File: src/rtl/bit_serial_adder.sv
// Bit-serial adder: one full-adder evaluation per clock, LSB first, with valid/ready
// handshakes on both the operand and result sides.
module bit_serial_adder #(
    parameter int unsigned WIDTH = 8
) (
    input  logic             clk,
    input  logic             rst,
    input  logic             in_valid,
    output logic             in_ready,
    input  logic [WIDTH-1:0] in_a,
    input  logic [WIDTH-1:0] in_b,
    input  logic             in_cin,
    output logic             out_valid,
    input  logic             out_ready,
    output logic [WIDTH-1:0] out_sum,
    output logic             out_cout
);

    localparam int unsigned CntW = (WIDTH > 1) ? $clog2(WIDTH) : 1;

    typedef enum logic [1:0] {StIdle, StRun, StDone} state_e;

    state_e           state_q, state_d;
    logic [WIDTH-1:0] a_sr_q, b_sr_q, sum_q;
    logic [CntW-1:0]  cnt_q;
    logic             carry_q, cout_q;
    logic             fa_sum, fa_cout;
    logic             accept, last_bit;

    // The single full-adder cell, fed from the operand shift registers and carry flop.
    assign fa_sum  = a_sr_q[0] ^ b_sr_q[0] ^ carry_q;
    assign fa_cout = (a_sr_q[0] & b_sr_q[0]) | (carry_q & (a_sr_q[0] ^ b_sr_q[0]));

    assign accept   = in_valid & in_ready;
    assign last_bit = (cnt_q == CntW'(WIDTH - 1));

    always_ff @(posedge clk or posedge rst) begin
        if (rst) begin
            state_q <= StIdle;
        end else begin
            state_q <= state_d;
        end
    end

    always_comb begin
        state_d = state_q;
        unique case (state_q)
            StIdle: if (in_valid) state_d = StRun;
            StRun:  if (last_bit) state_d = StDone;
            StDone: if (out_ready) state_d = in_valid ? StRun : StIdle;
            default: state_d = StIdle;
        endcase
    end

    always_comb begin
        in_ready  = 1'b0;
        out_valid = 1'b0;
        unique case (state_q)
            StIdle: in_ready = 1'b1;
            StRun:  in_ready = 1'b0;
            StDone: begin
                // Accepting a new pair only as the held result leaves keeps it stable.
                in_ready  = out_ready;
                out_valid = 1'b1;
            end
            default: in_ready = 1'b0;
        endcase
    end

    always_ff @(posedge clk or posedge rst) begin
        if (rst) begin
            a_sr_q  <= '0;
            b_sr_q  <= '0;
            sum_q   <= '0;
            cnt_q   <= '0;
            carry_q <= 1'b0;
            cout_q  <= 1'b0;
        end else if (accept) begin
            a_sr_q  <= in_a;
            b_sr_q  <= in_b;
            carry_q <= in_cin;
            cnt_q   <= '0;
        end else if (state_q == StRun) begin
            a_sr_q  <= a_sr_q >> 1;
            b_sr_q  <= b_sr_q >> 1;
            // After WIDTH shifts the first sum bit has reached bit 0.
            sum_q   <= {fa_sum, sum_q[WIDTH-1:1]};
            carry_q <= fa_cout;
            if (last_bit) begin
                cout_q <= fa_cout;
            end else begin
                cnt_q <= cnt_q + 1'b1;
            end
        end
    end

    assign out_sum  = sum_q;
    assign out_cout = cout_q;

endmodule
File: config.mk
export PLATFORM = sky130hd
export DESIGN_NAME = bit_serial_adder
export DESIGN_NICKNAME = d
export VERILOG_FILES = /design/src/rtl/bit_serial_adder.sv
export SDC_FILE = /design/constraint.sdc
export NUM_CORES = 1
export LEC_CHECK = 0
export CAP_MARGIN = 15
export CORE_AREA = 3 3 62 64
export DETAILED_ROUTE_END_ITERATION = 6
export DIE_AREA = 0 0 65 67
export PLACE_DENSITY = 0.73
export SLEW_MARGIN = 10
export SYNTH_ARGS = -nofsm -noshare
export SYNTH_HDL_FRONTEND = slang
export SYNTH_SLANG_ARGS = --single-unit
File: constraint.sdc
create_clock -name clk -period 1.45 [get_ports clk]
set_clock_uncertainty 0.15 [all_clocks]
set_input_delay 0.2175 -clock clk [delete_from_list [all_inputs] [get_ports clk]]
set_output_delay 0.2175 -clock clk [all_outputs]
set_load 0.05 [all_outputs]
# Word-level counts from Yosys, hierarchy flattened
# Index checks and enable logic that the tools add are counted.
# W data, S select, Z words.
dict set report totals {
  word_cells 44
  output_inout_bits 11
  regBits 31
  inputBits 21
}
dict set report classes {
  n_bitwise 7
  mux 16
  addsub 1
  n_reduce_logical 6
  eq_ne 7
}
# operator n
set op_table {}
lappend op_table {{$mux W8} 4}
lappend op_table {{$mux W3} 3}
lappend op_table {{$ne A2 B2 Y1 const B} 4}
lappend op_table {{$mux W2} 3}
lappend op_table {{$pmux W2 S3} 1}
lappend op_table {{$reduce_and A3 Y1} 2}
lappend op_table {{$mux W1} 4}
lappend op_table {{$reduce_and A2 Y1} 2}
lappend op_table {{$add A3 B1 Y3 const B} 1}
lappend op_table {{$and A1 B1 Y1} 3}
lappend op_table {{$eq A3 B3 Y1 const B} 1}
lappend op_table {{$eq A2 B1 Y1 const B} 1}
lappend op_table {{$eq A2 B2 Y1 const B} 1}
lappend op_table {{$logic_not A2 Y1} 1}
lappend op_table {{$pmux W1 S2} 1}
lappend op_table {{$reduce_bool A2 Y1} 1}
lappend op_table {{$xor A1 B1 Y1} 2}
lappend op_table {{$not A1 Y1} 1}
lappend op_table {{$or A1 B1 Y1} 1}

# Longest topological paths before layout
# Gate-level depths: netlist (run 1).
dict set report logic_depth {
  ltp_word 5
  depth_mapped 6
}

# Worst setup path before layout (run 1)
# OpenSTA, ideal clock, no wires.
dict set report synth_path {
  path_kind {register -> output}
  from {register state_q[1]}
  to {output port in_ready}
  path_slack_ns -0.229
  arrival_ns 1.312
  path_stages_with_launch 5
  required_ns 1.082
  path_cell_list {dfrtp_1 > nand2b_1 > buf_6 > clkbuf_1 > and2_1}
}
dict set report synth_between {
  elab_chain_len 2
}
# item line
set synth_lines {}
lappend synth_lines {{start, declared} 23} ;# state_e state_q, state_d;
lappend synth_lines {{start signal, assigned} 39} ;# state_q <= StIdle;
lappend synth_lines {{start signal, assigned} 41} ;# state_q <= state_d;
lappend synth_lines {{$eq A2 B2 Y1 or $logic_not A2 Y1 (tied branches)} 58} ;# unique case (state_q)
lappend synth_lines {{$pmux W1 S2 *} 58}
lappend synth_lines {{end, declared} 9} ;# output logic in_ready,
# Every way passes the cells marked *; elsewhere a longest branch is shown, timed or not.

# Worst setup path after layout (run 1)
dict set report layout_path {
  from {register state_q[1]}
  to {register b_sr_q[0]}
}
dict set report layout_between {
  elab_chain_len 4
}
# item line
set layout_lines {}
lappend layout_lines {{$eq A2 B2 Y1 or $logic_not A2 Y1 (tied branches)} 58}
lappend layout_lines {{$pmux W1 S2} 58}
lappend layout_lines {{$and A1 B1 Y1} 34} ;# assign accept = in_valid & in_ready;
lappend layout_lines {{$mux W8 or $reduce_bool A2 Y1 (tied branches)} -}
lappend layout_lines {{end signal, assigned} 80} ;# b_sr_q <= in_b;
lappend layout_lines {{end signal, assigned} 85} ;# b_sr_q <= b_sr_q >> 1;
lappend layout_lines {{end, declared} 24} ;# logic [WIDTH-1:0] a_sr_q, b_sr_q, sum_q;
# Parallel ways exist; a longest one is shown, timed or not.
# A chain may end at the register's enable or synchronous reset.

==> results.toml, run 1 <==
[timing]
slew_headroom = 0.820
tightestPinTransition_ps = 270
hold_violations = 0
slew_viol_final = 0
finalSetupViolCount = 31
grt_setup_unrepaired = "yes"
setup_slack_ps = -159
period_share = 1.11
period_minus_slack_ps = 1610
fmaxAchievable_ghz = 0.621

[cells_and_area]
nets = 192
area_growth_pct = 57.3
diodes = 0
fin_area_mm2 = 0.00236
drive_gt1_frac = 0.452

[global_route]
grt-ovfl-total = 0
grt_pass1_wl_mm = 5.37
grt_max_degree = 32
grt_usage = 0.165
antenna_found_initial = 0
grt_pass1_vias = 1137

[synth]
yosysMostFrequentCell = "dfrtp_1"
synth_flop_cell = "dfrtp_1"
async_reset_ff_frac = 1.00
synth_edf_count = 0
synthTopCellsByCount = "31 x dfrtp_1, 17 x mux2i_1, 15 x nand4_1"
synthCells = 120
syn_nets = 144
ys_seq_elements = 31
netlist_top_cells_area = "dfrtp_1 52%, mux2i_1 11%, mux2_2 8.2%, nand4_1 6.3%, o21ai_2 4.1%"
ys_types = 25
post-synth-top-area-fraction = 0.517
yosysTopAreaCell = "dfrtp_1"
syn_area_mm2 = 0.00150
avgSynthCellArea_um2 = 12.5
yosysWarnings = 0
synth_seq_area_share = 0.517

[pwr]
ir_worst_vdd_mv = 1.50
power.density_mw_per_mm2 = 2370
p_leak_nw = 1.07
totalPowerFinal_mw = 5.60

[setup_path]
path_class = "flop to flop"
crit_path_end_kind = "flop"
worst_ep_arrival_time_ps = 1680
cpLargestDelayFamily = "flip-flops"
path_max_fanout = 5
worst-path-buf-inv = 2
startpoint_type = "flop"
cp.required_ps = 1520
slowest_delay_ps = 460
path_cells = "buf_6, nor2b_4, buf_8, mux2i_4, o21ai_2"
crit_slowest_cell = "dfrtp_2"

[route]
drt_first_iter_violations = 69
via_per_inst = 5.19
drc = 0
met3_length_um = 204
highest_layer = "met4"
totalWireLength_mm = 3.26
met1Wirelength_mm = 1.41
antenna_left = 0
dr_total_vias = 1110
wl_per_cell_um = 15.2
dr_wl_met2_mm = 1.60
drtPass1Iterations = 4

[floorplanning]
dieWidth_um = 65
rows = 21
io_pins = 32
core_mm2 = 0.00334
dieArea_mm2 = 0.00436
initial_core_util = 0.450
die_y_um = 67

[cts]
htree_levels = 2
clock-sinks = 31
clk_latency_ps = 330
path_clk_slew_ps = 100
clock-root-buffer = "clkbuf_4"
tritoncts = "yes"
cts_hold_buffers = 0
clockBufferDepth = 2
cts_buffers = 5

[place]
dpl_cell_area_mm2 = 0.00204
hpwl_mm = 2.14
portBuffers = 31
gp_congestion = 0.751

[job]
maxCapViolCount = 0

[run_status]
failed_checks = "setup timing"
status = "finished with violations"

[hold_path]
hold_path_class = "input port to asynchronous set/reset pin"
layer usage:
| metal | up-vias | GRT usage |
|---|---|---|
| met5 | - | 0 |
| met4 | 0 | 0.0554 |
| met3 | 7 | 0.0641 |
| met2 | 41 | 0.252 |
| met1 | 532 | 0.213 |
| li1 | 530 | - |
layout by cell type, fill, tap and decap left out, types with 5 or more instances in the layout:
| cell | n |
|---|---|
| buf_12 | 12 |
| nand4_1 | 15 |
| mux2i_4 | 7 |
| buf_6 | 5 |
| o21ai_2 | 8 |
| mux2i_1 | 10 |
| clkdlybuf4s50_1 | 20 |
| dfrtp_1 | 30 |
| buf_4 | 11 |
| mux2_4 | 11 |
| clkbuf_4 | 5 |
metrics by stage:
step,util,TNS [ps],hold slack (ps),instances,setup WS (ps)
CTS,0.649,-1500,76.4,210,-130
finish,0.708,-3750,74.6,214,-159
global route,0.708,-5440,85.0,214,-227
floorplan,-,-79.8,171,120,-39.9
detailed placement,0.610,-4080,391,200,-241
global placement,0.610,-3930,380,200,-212
repair_timing:
action / CTS / global route
pin swaps: 3 / 9
cloned: 0 / 1
setup buffers: 3 / 3
gates resized for setup: 13 / 31
endpoints found under the setup margin: 6 / 31
registers in the layout (all words and copies together), names as in the netlist:
name      count
a_sr_q        8
b_sr_q        8
out_sum       8
cnt_q         3
state_q       2
carry_q       1
out_cout      1
power breakdown:
part / switching, mW / internal, mW
sequential: 0.411 / 1.26
combinational: 1.48 / 1.93
clock: 0.286 / 0.224
total: 2.17 / 3.42
cell families (layout without fill, tap and decap cells):
family | Yosys count | after routing | synth area share
xor gates and xnor gates | 1 | 1 | 0.00583
muxes | 28 | 28 | 0.196
adders and majority gates | 3 | 3 | 0.0300
and+or+nand+nor | 29 | 29 | 0.121
DFF | 31 | 31 | 0.517
AOI/OAI and AO/OA | 16 | 16 | 0.0708
buffers and inverters | 12 | 60 | 0.0600
layout make-up:
cell class	instances	area, um^2
clock buffer	6	51.3
clock inverter	1	5.00
fill	242	975
inverter	2	7.51
multi-input combinational	77	830
sequential	31	777
tap	46	57.6
timing repair buffer	51	634
worst min-delay path: cells and delay by family:
| kind | cells | cell delay (ps) |
|---|---|---|
| buffers and inverters | 3 | 710 |
path summary, 6_finish.rpt:
path / slack, ps / cells past startpoint / start / to
worst min register to register: 410 / 2 / cnt_q[1] / cnt_q[1]
min in group clk: 300 / 3 / in_a[2] / a_sr_q[2]
worst max register to register: -160 / 5 / state_q[1] / b_sr_q[0]
max in group asynchronous: 900 / 3 / rst / b_sr_q[2]
worst min-delay path: 70 / 3 / rst / a_sr_q[3]
worst max-delay path: -160 / 5 / state_q[1] / b_sr_q[0]
(Power assumes the default switching activity.)
==> run 2, diff against run 1 <==
--- a/config.mk
+++ b/config.mk
@@ -7,6 +7,7 @@
 export LEC_CHECK = 0
 export CAP_MARGIN = 15
 export CORE_AREA = 3 3 62 64
+export CTS_CLUSTER_DIAMETER = 150
 export DETAILED_ROUTE_END_ITERATION = 6
 export DIE_AREA = 0 0 65 67
 export PLACE_DENSITY = 0.73
==> constraint.sdc (replaced) <==
create_clock -name clk -period 1.34 [get_ports clk]
set_clock_uncertainty 0.15 [all_clocks]
set_input_delay 0.201 -clock clk [delete_from_list [all_inputs] [get_ports clk]]
set_output_delay 0.201 -clock clk [all_outputs]
set_load 0.05 [all_outputs]
==> run 2 against run 1 <==
The flow still finishes with violations (setup timing). Core utilization grew 0.90 points. Register-to-register slack worse by 80 ps. Clock power up 24%. Global-route usage up 0.58 points. Largest cell class unchanged.
==> results.toml, run 2 (synthesis results as in run 1) <==
[run_status]
status = "finished with violations"
failed_checks = "setup timing"

[timing]
fmaxAchievable_ghz = 0.609
finalSetupViolCount = 32
hold_violations = 0
grt_setup_unrepaired = "yes"
slew_viol_final = 0
tightestPinTransition_ps = 315
setup_slack_ps = -302
period_share = 1.23
slew_headroom = 0.789
period_minus_slack_ps = 1640

[route]
antenna_left = 0
dr_total_vias = 1153
drt_first_iter_violations = 56
totalWireLength_mm = 3.74
via_per_inst = 5.17
wl_per_cell_um = 16.8
drc = 0
drtPass1Iterations = 4

[hold_path]
hold_path_class = "input port to asynchronous set/reset pin"

[pwr]
p_switching_mw = 2.36
netSwitchingFraction = 0.384
ir_worst_vdd_mv = 1.24
p_seq_frac = 0.287
p_int_mw = 3.79
p_leak_nw = 1.11
power.share.clock = 0.103
p_comb_frac = 0.611
totalPowerFinal_mw = 6.15
power.density_mw_per_mm2 = 2570

[floorplanning]
core_mm2 = 0.00334
die_y_um = 67
initial_core_util = 0.450
dieArea_mm2 = 0.00436
dieWidth_um = 65
rows = 21
io_pins = 32

[setup_path]
startpoint_type = "flop"
reg2regPathDepth = 5
path_class = "flop to primary output"
r2r-end = "cnt_q[1]"
path_max_fanout = 3
cp.required_ps = 990
worst_ep_arrival_time_ps = 1290
reg2reg_from = "cnt_q[1]"
crit_path_end_kind = "primary output"
rrSetupSlack_ps = -240

[place]
hpwl_mm = 2.23
portBuffers = 31
dpl_cell_area_mm2 = 0.00208
dp.cells = 203
gp_congestion = 0.756
dpl_worst_slack_ps = -367

[global_route]
grt_pass1_wl_mm = 5.56
antenna_found_initial = 0
grt_pass1_vias = 1202
grt-ovfl-total = 0
grt_max_degree = 32
grt_usage = 0.170

[cts]
clock-sinks = 31
cts_hold_buffers = 0
tritoncts = "yes"
cts_buffers = 5
clockBufferDepth = 2
clock-root-buffer = "clkbuf_4"
path_clk_slew_ps = 100
htree_levels = 2
clk_latency_ps = 340

[cells_and_area]
drive_gt1_frac = 0.458
area_growth_pct = 59.3
fin_area_mm2 = 0.00239
nets = 200
multi_input_area_um2 = 797
final-seq-area_um2 = 776
diodes = 0
mostFrequentLayoutCells = "31 x dfrtp_1, 20 x clkdlybuf4s50_1, 17 x buf_4"
final_common_cell = "dfrtp_1"
nFillCells = 235
stdcell_count = 223

[job]
maxCapViolCount = 0
run 2: cell type report:
type                    count  share of cell area
multi-input cells          79               0.333
repair buffers             57               0.286
inverters                   2             0.00418
flip-flops and latches     31               0.324
clock buffers               8              0.0288
well taps                  46              0.0241
run 2: power by group through the flow:
stage	clock, mW	sequential [mW]	combinational (mW)
after floorplan	0	2.10	1.55
after global placement	0	1.71	2.98
after detailed placement	0	1.74	3.06
after CTS	0.639	1.72	3.26
after global routing	0.686	1.82	3.98
final	0.631	1.76	3.76
run 2: what timing repair did:
item                       4_1_cts  5_1_grt
pin swaps                        3        5
setup endpoints to repair       32       33
gates resized for setup          8       29
cloned                           1        2
setup buffers                    7        3
run 2: layer usage:
layer	vias to the layer above	GRT usage	share of wire
met2	38	0.285	0.50
met3	6	0.0506	0.061
met5	-	0	0
met1	564	0.201	0.42
met4	0	0.0792	0.016
li1	545	-	-
run 2: worst max-delay path by stage:
| stage | startpoint | cells after the start | end |
|---|---|---|---|
| 5_1_grt | state_q[1] | 4 | in_ready |
| 6_report | state_q[1] | 4 | in_ready |
| 2_1_floorplan | cnt_q[0] | 5 | cnt_q[1] |
| 4_1_cts | state_q[0] | 5 | in_ready |
| 3_5_place_dp | out_ready | 4 | a_sr_q[4] |
| 3_3_place_gp | out_ready | 4 | a_sr_q[6] |
run 2: metrics by stage:
step	utilization	TNS, ps	hold WS (ps)
2_1_floorplan	-	-1180	155
3_3_place_gp	0.622	-6410	378
3_5_place_dp	0.622	-7090	393
4_1_cts	0.669	-6380	45.5
5_1_grt	0.717	-8300	49.1
6_report	0.717	-6800	39.9
run 2: worst max-delay path, stage by stage (launching register included):
cell and delay [ps]:
dfrtp_1 400, nand2b_1 110, buf_4 150, and2_4 160
buf_12 140
